### src/rtl/id_ex_reg_pkg.sv
// Shared definitions for the ID/EX pipeline register: default widths,
// control-bundle bit positions, ALUOp encodings and the per-edge update kind.
package id_ex_reg_pkg;

  localparam int unsigned DEF_DW = 32;
  localparam int unsigned DEF_AW = 5;
  localparam int unsigned DEF_CW = 8;

  // Control bundle layout, MSB first
  localparam int unsigned CTRL_REGWRITE = 7;
  localparam int unsigned CTRL_MEMTOREG = 6;
  localparam int unsigned CTRL_MEMREAD  = 5;
  localparam int unsigned CTRL_MEMWRITE = 4;
  localparam int unsigned CTRL_ALUSRC   = 3;
  localparam int unsigned CTRL_ALUOP_HI = 2;
  localparam int unsigned CTRL_ALUOP_LO = 1;
  localparam int unsigned CTRL_REGDST   = 0;

  typedef enum logic [1:0] {
    ALUOP_ADD   = 2'b00,
    ALUOP_SUB   = 2'b01,
    ALUOP_FUNCT = 2'b10,
    ALUOP_RSVD  = 2'b11
  } alu_op_e;

  typedef enum logic [1:0] {
    OP_LOAD  = 2'b00,
    OP_STALL = 2'b01,
    OP_FLUSH = 2'b10
  } id_ex_op_e;

  // True when a WB write targets a real (non-zero) register equal to src
  function automatic logic wb_hit(input logic we, input logic [DEF_AW-1:0] wb_addr,
                                  input logic [DEF_AW-1:0] src_addr);
    return we && (wb_addr == src_addr) && (wb_addr != {DEF_AW{1'b0}});
  endfunction

endpackage

### src/rtl/id_ex_bypass.sv
// Write-back bypass select: substitutes WB write data when the WB destination
// matches a non-zero source index.
module id_ex_bypass
  import id_ex_reg_pkg::*;
#(
  parameter int unsigned DW = DEF_DW,
  parameter int unsigned AW = DEF_AW
) (
  input  logic          wb_we,
  input  logic [AW-1:0] wb_addr,
  input  logic [DW-1:0] wb_data,
  input  logic [AW-1:0] src_addr,
  input  logic [DW-1:0] src_data,
  output logic [DW-1:0] sel_data
);

  logic hit_s;

  // Index compare and data select
  always_comb begin
    hit_s = wb_we && (wb_addr == src_addr) && (wb_addr != {AW{1'b0}});
    if (hit_s) begin
      sel_data = wb_data;
    end else begin
      sel_data = src_data;
    end
  end

endmodule

### src/rtl/id_ex_reg.sv
// ID/EX pipeline register with stall, flush and valid-gated control bundle.
// Optional write-back bypass (load and hold) enabled by `ID_EX_WB_BYPASS_EN.
module id_ex_reg
  import id_ex_reg_pkg::*;
#(
  parameter int unsigned DW = DEF_DW,
  parameter int unsigned AW = DEF_AW,
  parameter int unsigned CW = DEF_CW
) (
  input  logic          clk_i,
  input  logic          rst_i,
  input  logic          stall_i,
  input  logic          flush_i,
  input  logic          valid_i,
  input  logic [DW-1:0] pc_i,
  input  logic [DW-1:0] rs_data_i,
  input  logic [DW-1:0] rt_data_i,
  input  logic [DW-1:0] imm_i,
  input  logic [AW-1:0] rs_addr_i,
  input  logic [AW-1:0] rt_addr_i,
  input  logic [AW-1:0] rd_addr_i,
  input  logic [CW-1:0] ctrl_i,
  input  logic          wb_we_i,
  input  logic [AW-1:0] wb_addr_i,
  input  logic [DW-1:0] wb_data_i,
  output logic          valid_o,
  output logic [DW-1:0] pc_o,
  output logic [DW-1:0] rs_data_o,
  output logic [DW-1:0] rt_data_o,
  output logic [DW-1:0] imm_o,
  output logic [AW-1:0] rs_addr_o,
  output logic [AW-1:0] rt_addr_o,
  output logic [AW-1:0] rd_addr_o,
  output logic [CW-1:0] ctrl_o
);

  id_ex_op_e     op_s;

  logic          valid_r,   valid_n_s;
  logic [DW-1:0] pc_r,      pc_n_s;
  logic [DW-1:0] rs_data_r, rs_data_n_s;
  logic [DW-1:0] rt_data_r, rt_data_n_s;
  logic [DW-1:0] imm_r,     imm_n_s;
  logic [AW-1:0] rs_addr_r, rs_addr_n_s;
  logic [AW-1:0] rt_addr_r, rt_addr_n_s;
  logic [AW-1:0] rd_addr_r, rd_addr_n_s;
  logic [CW-1:0] ctrl_r,    ctrl_n_s;

  // Operand data after optional WB substitution; source depends on load vs hold
  logic [DW-1:0] rs_fwd_s;
  logic [DW-1:0] rt_fwd_s;

  // Update kind for this edge: flush beats stall beats load
  always_comb begin
    op_s = OP_LOAD;
    if (flush_i) begin
      op_s = OP_FLUSH;
    end else if (stall_i) begin
      op_s = OP_STALL;
    end else begin
      op_s = OP_LOAD;
    end
  end

`ifdef ID_EX_WB_BYPASS_EN
  logic [AW-1:0] rs_src_addr_s;
  logic [AW-1:0] rt_src_addr_s;
  logic [DW-1:0] rs_src_data_s;
  logic [DW-1:0] rt_src_data_s;

  // On hold the bypass watches the held indices, otherwise the incoming ones
  always_comb begin
    if (op_s == OP_STALL) begin
      rs_src_addr_s = rs_addr_r;
      rt_src_addr_s = rt_addr_r;
      rs_src_data_s = rs_data_r;
      rt_src_data_s = rt_data_r;
    end else begin
      rs_src_addr_s = rs_addr_i;
      rt_src_addr_s = rt_addr_i;
      rs_src_data_s = rs_data_i;
      rt_src_data_s = rt_data_i;
    end
  end

  id_ex_bypass #(.DW(DW), .AW(AW)) u_rs_bypass (
    .wb_we    (wb_we_i),
    .wb_addr  (wb_addr_i),
    .wb_data  (wb_data_i),
    .src_addr (rs_src_addr_s),
    .src_data (rs_src_data_s),
    .sel_data (rs_fwd_s)
  );

  id_ex_bypass #(.DW(DW), .AW(AW)) u_rt_bypass (
    .wb_we    (wb_we_i),
    .wb_addr  (wb_addr_i),
    .wb_data  (wb_data_i),
    .src_addr (rt_src_addr_s),
    .src_data (rt_src_data_s),
    .sel_data (rt_fwd_s)
  );
`else
  // Register file already does write-before-read; WB ports are inert here
  logic unused_wb_s;
  assign unused_wb_s = ^{wb_we_i, wb_addr_i, wb_data_i};

  // Operand data comes straight from the inputs or is held verbatim
  always_comb begin
    if (op_s == OP_STALL) begin
      rs_fwd_s = rs_data_r;
      rt_fwd_s = rt_data_r;
    end else begin
      rs_fwd_s = rs_data_i;
      rt_fwd_s = rt_data_i;
    end
  end
`endif

  // Next-state selection for every field
  always_comb begin
    valid_n_s   = 1'b0;
    pc_n_s      = {DW{1'b0}};
    rs_data_n_s = {DW{1'b0}};
    rt_data_n_s = {DW{1'b0}};
    imm_n_s     = {DW{1'b0}};
    rs_addr_n_s = {AW{1'b0}};
    rt_addr_n_s = {AW{1'b0}};
    rd_addr_n_s = {AW{1'b0}};
    ctrl_n_s    = {CW{1'b0}};
    case (op_s)
      OP_FLUSH: begin
        valid_n_s = 1'b0;
      end
      OP_STALL: begin
        valid_n_s   = valid_r;
        pc_n_s      = pc_r;
        rs_data_n_s = rs_fwd_s;
        rt_data_n_s = rt_fwd_s;
        imm_n_s     = imm_r;
        rs_addr_n_s = rs_addr_r;
        rt_addr_n_s = rt_addr_r;
        rd_addr_n_s = rd_addr_r;
        ctrl_n_s    = ctrl_r;
      end
      OP_LOAD: begin
        valid_n_s   = valid_i;
        pc_n_s      = pc_i;
        rs_data_n_s = rs_fwd_s;
        rt_data_n_s = rt_fwd_s;
        imm_n_s     = imm_i;
        rs_addr_n_s = rs_addr_i;
        rt_addr_n_s = rt_addr_i;
        rd_addr_n_s = rd_addr_i;
        // A bubble never carries control, whatever decode produced
        ctrl_n_s    = ctrl_i & {CW{valid_i}};
      end
      default: begin
        valid_n_s = 1'b0;
      end
    endcase
  end

  // Pipeline register with synchronous active-low reset
  always_ff @(posedge clk_i) begin
    if (!rst_i) begin
      valid_r   <= 1'b0;
      pc_r      <= {DW{1'b0}};
      rs_data_r <= {DW{1'b0}};
      rt_data_r <= {DW{1'b0}};
      imm_r     <= {DW{1'b0}};
      rs_addr_r <= {AW{1'b0}};
      rt_addr_r <= {AW{1'b0}};
      rd_addr_r <= {AW{1'b0}};
      ctrl_r    <= {CW{1'b0}};
    end else begin
      valid_r   <= valid_n_s;
      pc_r      <= pc_n_s;
      rs_data_r <= rs_data_n_s;
      rt_data_r <= rt_data_n_s;
      imm_r     <= imm_n_s;
      rs_addr_r <= rs_addr_n_s;
      rt_addr_r <= rt_addr_n_s;
      rd_addr_r <= rd_addr_n_s;
      ctrl_r    <= ctrl_n_s;
    end
  end

  assign valid_o   = valid_r;
  assign pc_o      = pc_r;
  assign rs_data_o = rs_data_r;
  assign rt_data_o = rt_data_r;
  assign imm_o     = imm_r;
  assign rs_addr_o = rs_addr_r;
  assign rt_addr_o = rt_addr_r;
  assign rd_addr_o = rd_addr_r;
  assign ctrl_o    = ctrl_r;

endmodule
### config.mk
export PLATFORM = sky130hd
export DESIGN_NAME = id_ex_reg
export DESIGN_NICKNAME = d
export VERILOG_FILES = /design/src/rtl/id_ex_reg_pkg.sv /design/src/rtl/id_ex_bypass.sv /design/src/rtl/id_ex_reg.sv
export SDC_FILE = /design/constraint.sdc
export NUM_CORES = 1
export LEC_CHECK = 0
export BUFFER_PORTS_ARGS = -buffer_cell sky130_fd_sc_hd__buf_2
export CORE_AREA = 4 4 131 133
export CTS_BUF_LIST = sky130_fd_sc_hd__clkbuf_8
export DETAILED_ROUTE_END_ITERATION = 10
export DIE_AREA = 0 0 135 137
export GPL_TIMING_DRIVEN = 0
export PLACE_DENSITY = 0.65
export SETUP_SLACK_MARGIN = 0.1
export SYNTH_ARGS = -nofsm -noshare
export SYNTH_HDL_FRONTEND = slang
export SYNTH_SLANG_ARGS = --single-unit
### constraint.sdc
create_clock -name clk_i -period 1.5 [get_ports clk_i]
set_clock_uncertainty 0.15 [all_clocks]
set_input_delay 0.3 -clock clk_i [delete_from_list [all_inputs] [get_ports clk_i]]
set_output_delay 0.3 -clock clk_i [all_outputs]
set_load 0.01 [all_outputs]
* After elaboration in Yosys (flattened, before gate mapping)
Index checks and enable logic that the tools add are counted.
** Word-level totals
- Bits in read-only memories :: 0
- Memory bits (writable) :: 0
- Memories kept :: 0
- Output and inout port bits :: 152
- Logic and storage cells :: 23
- Bits in latches :: 0
- Register bits :: 152
** Operators by class
- Multipliers :: 0
- Bitwise gates (word level) :: 1
- Reductions and logical operators :: 3
- Divide/modulo/power cells :: 0
- Equal/unequal tests :: 1
- $add $sub $neg :: 0
- Shift operators :: 0
- $lt $le $gt $ge :: 0
- Mux-type cells :: 9
** Operator list (count)
- one-hot mux 32 bit (2 select lines) :: 2
- one-hot mux 5 bit (2 select lines) :: 3
- one-hot mux 8 bit (2 select lines) :: 1
- AND 8 bit :: 1
- equality test 2 x 1 -> 1 bit (second input constant) :: 1
- zero test 2 bit :: 1
- 2-to-1 mux 2 bit :: 1
- one-hot mux 1 bit (2 select lines) :: 1
- AND reduction 2 bit :: 1
- OR reduction 2 bit :: 1
- 2-to-1 mux 1 bit :: 1

* Longest topological paths before layout
- Depth after elaboration :: 5
- Depth in mapped cells :: 5
- Depth with buffers taken out :: 2

* Worst setup path before layout
No wires, ideal clock.
- Path type :: input to register
- Start :: in stall_i
- End :: reg imm_r[10] (netlist: imm_o[10])
- Library setup time :: 0.128 ns
- Buffers on the path :: 3
- Cell stages on the path :: 5
- Path slack :: 0.264 ns
- Arrival :: 0.958 ns
- Path through :: buf_4 buf_8 buf_8 mux2i_1 nor2_1
** Between the ends
- Word-level cells in the longest chain between the ends :: 4
** RTL lines
- start: declaration :: line id_ex_reg.sv:12 : input logic stall_i,
- 2-to-1 mux 1 bit (*) :: line id_ex_reg.sv:58 : end else if (stall_i) begin
- 2-to-1 mux 2 bit (*) :: line id_ex_reg.sv:56 : if (flush_i) begin
- equality test 2 x 1 -> 1 bit or zero test 2 bit (tied branches) :: line id_ex_reg.sv:131 : case (op_s)
- one-hot mux 32 bit (2 select lines) :: line id_ex_reg.sv:131
- end signal: assignment :: line id_ex_reg.sv:171 : imm_r <= {DW{1'b0}};
- end signal: assignment :: line id_ex_reg.sv:181 : imm_r <= imm_n_s;
- end: declaration :: line id_ex_reg.sv:43 : logic [DW-1:0] imm_r, imm_n_s;
Mark *: on every way between the ends. The rest lies on a longest branch, timed or not.
A chain may end at the register's enable or synchronous reset.

* Worst setup path after layout
- Start :: reg rd_addr_r[3] (netlist: rd_addr_o[3])
- End :: out rd_addr_o[3]
** RTL lines
- start: declaration :: line id_ex_reg.sv:46 : logic [AW-1:0] rd_addr_r, rd_addr_n_s;
- start signal: assignment :: line id_ex_reg.sv:174 : rd_addr_r <= {AW{1'b0}};
- start signal: assignment :: line id_ex_reg.sv:184 : rd_addr_r <= rd_addr_n_s;
- end: declaration :: line id_ex_reg.sv:33 : output logic [AW-1:0] rd_addr_o,
No word-level cell between the ends.

==> Implementation_results.wiki <==
{| class="wikitable"
! Metric !! Value
|-
| Count of warnings emitted by yosys || 0
|-
| Sequential fraction of design power || 0.470
|-
| Sw power || 2.19 mW
|-
| Reported max-cap violation count || 0
|-
| Total number of vias || 5379
|-
| Number of cell instances on the worst register-to-register path || 3
|-
| Max-slew headroom || 0.617
|-
| Total congestion overflow after global routing || 0
|-
| Vias in the first global route || 5715
|-
| Power density normalized to cell area || 921 nW/µm²
|-
| Clk root buf || clkbuf_8
|-
| Worst EP arrival || 910 ps
|-
| Startpoint of the lowest-slack hold path || valid_i
|-
| Drt drc || 0
|-
| Critical path fanouts, max || 2
|-
| First-pass detailed-route iteration total || 5
|-
| Required arrival time at the worst endpoint || 1050 ps
|-
| Switching part of the total || 0.241
|-
| Post-placement cell count || 1022
|-
| Reg-to-reg slack, setup || 510 ps
|-
| Clock latency on the worst-skew pair || 440 ps
|-
| Final nets || 1173
|-
| Worst setup SP type || register
|-
| Cell Count, Final, Fillers Out || 1208
|-
| Syn nets || 695
|-
| Detail-routed net length per standard cell || 15.7 µm
|-
| Worst Path Class, Setup || register to primary output
|-
| Vias per cell || 4.45
|-
| Count of distinct cell types in the synthesized netlist || 11
|-
| DRT Wirelength || 18.9 mm
|-
| Maximum number of pins on one net before global-route repair || 17
|-
| Min Clock Period, post-route || 1360 ps
|-
| Gpl congestion || 0.741
|-
| Launching element of the worst setup path || rd_addr_o[3]
|-
| Final setup viols || 0
|-
| Remaining antenna violation count after routing || 0
|-
| Number of cells on the worst hold path || 3
|-
| Area added between synthesis and finish || 80.9%
|-
| Hold worst-path end || ctrl_o[4]
|-
| Share of the clock period used by the worst path || 0.908
|-
| RSZ-0062 raised after global routing || true
|-
| Total negative slack || 0 ps
|-
| Reg-to-Reg End || pc_o[24]
|-
| Total length of routed met3 wires || 1.47 mm
|-
| Synth Area per Inst || 10.9 µm²
|-
| Fraction of layout instances using a drive strength above 1 || 0.515
|-
| CP max stage cell || dfxtp_2
|-
| H-tree lvl count || 4
|-
| Fmax || 734 MHz
|-
| Maximum vdd drop || 691 µV
|-
| Result of the run || finished, final reports clean
|-
| Fin util || 0.623
|-
| Floorplan die width || 135 µm
|-
| Number of antenna violations at the first check in global routing || 0
|-
| Top routing layer in use || met4
|-
| DIE AREA || 18500 µm²
|-
| Row cnt || 46
|-
| Hold WC Path Type || input pin to register
|-
| Lkg Pwr || 4.87 nW
|-
| Clock tree sinks || 152
|-
| Capturing element type of the critical path || primary output
|-
| Post-Place Setup Slack || -137 ps
|-
| Number of buffer cells added on primary ports || 305
|-
| Combined buffer and inverter count along the critical path || 1
|-
| CTS tree || done
|-
| Maximum clock path buffer count || 2
|-
| Post-Syn Area || 5450 µm²
|-
| Transition at the pin with the smallest max-transition slack || 574 ps
|-
| Global-route wire length before repair || 27.9 mm
|-
| Final slew viol count || 0
|-
| CTS clock-pin slew for the worst setup and hold paths || 90 ps
|-
| Share of total power in the clock network || 0.379
|-
| Standard cell area after detailed placement || 7250 µm²
|-
| Hold Violations, Final || 0
|-
| Internal power of the cells || 6.89 mW
|-
| Total half-perimeter wirelength after legalization and detailed placement || 11.7 mm
|-
| Core Box Area || 15800 µm²
|-
| Sequential area share after synthesis || 0.558
|-
| Setup slack after layout || 137 ps
|-
| Gate count of the mapped netlist || 501
|-
| Iteration-0 DRC count of the detailed router || 151
|-
| Combinational share of power || 0.151
|-
| Cell class contributing the biggest share of worst-path delay || flip-flops
|-
| Routed wire length on met2 || 9.90 mm
|-
| Ordered cell list for the critical path || buf_2
|-
| Antenna Diode Count || 0
|-
| Final Cell Area || 9860 µm²
|-
| Total track usage || 0.190
|-
| R2r startpoint || pc_o[24]
|-
| Count of state elements after synthesis || 152
|-
| Overall die height || 137 µm
|-
| Post-route met1 wirelength || 6.99 mm
|-
| Initial standard-cell utilization of the core || 0.345
|-
| Maximum single-stage delay on the critical path || 340 ps
|-
| TritonCTS Buffers || 17
|-
| Number of primary I/O pins || 346
|}
kinds of logic (layout without fill, tap and decap cells):
logic type | after synthesis | count (layout) | synth area share
compound gates | 8 | 8 | 0.00734
buf+inv | 36 | 527 | 0.0537
flops | 152 | 152 | 0.558
mux | 144 | 144 | 0.264
simple gates | 161 | 161 | 0.117
through the flow:
| step | total power [mW] | hold WS [ps] |
|---|---|---|
| CTS | 9.09 | 109 |
| global placement | 5.27 | 285 |
| finish | 9.08 | 163 |
| floorplan | 4.85 | 294 |
| detailed placement | 5.28 | 291 |
| global route | 9.46 | 155 |
what timing repair did:
item,CTS,global route
setup endpoints to repair,84,102
setup buffers,0,3
resized for setup,105,124
endpoints found under the hold margin,151,0
hold buffers,151,0
placed cells by master (no fill, tap or decap), drive strengths merged:
cell type / Yosys / routed
nand2b: 1 / 1
clkbuf: 8 / 27
clkinvlp: 0 / 1
clkinv: 0 / 4
dlygate4sd3: 0 / 151
buf: 28 / 336
mux2i: 144 / 144
inv: 0 / 4
nor2: 144 / 144
nand2: 8 / 8
bufinv: 0 / 4
a21oi: 8 / 8
dfxtp: 152 / 152
nand3b: 8 / 8
worst max path at each step:
stage                   endpoint  slack [ps]  depth (start not counted)
detailed placement  rs_data_o[7]        -140                          6
global route            imm_o[1]          80                          1
CTS                 rt_addr_o[0]          90                          1
finish              rd_addr_o[3]         140                          1
floorplan              imm_o[10]         260                          5
global placement    rs_data_o[8]        -130                          6
power groups by stage:
stage	Combinational [mW]	Sequential (mW)	Clock, mW
CTS	1.30	4.24	3.55
detailed placement	0.963	4.32	0
finish	1.37	4.27	3.44
global route	1.48	4.28	3.70
global placement	0.954	4.31	0
floorplan	0.468	4.38	0
final cells by class:
cell class | count | area (µm²)
Buffer | 36 | 293
Clock buffer | 19 | 262
Clock inverter | 13 | 176
Fill cell | 1180 | 5960
Multi-Input combinational cell | 313 | 2120
Sequential cell | 152 | 3230
Tap cell | 216 | 270
Timing Repair Buffer | 459 | 3520
layer usage:
metal / vias to the layer above / global-route usage
met5: - / 0
met4: 0 / 0.0767
met3: 44 / 0.0676
met2: 222 / 0.349
met1: 2507 / 0.198
li1: 2606 / -
state kept, by name (all words and copies together), names as in the netlist:
register and flops:
ctrl_o 8, imm_o 32, pc_o 32, rd_addr_o 5, rs_addr_o 5, rs_data_o 32
rt_addr_o 5, rt_data_o 32, valid_o 1
cell usage after synthesis:
library cell,number,area (µm²)
dfxtp_1,152,3040
mux2i_1,144,1440
nor2_1,144,541
buf_2,12,60.1
buf_8,11,165
a21oi_1,8,40.0
clkbuf_1,8,30.0
nand2_1,8,30.0
nand3b_1,8,60.1
buf_4,5,37.5
nand2b_1,1,6.26
Power figures use the tool's default switching activity.
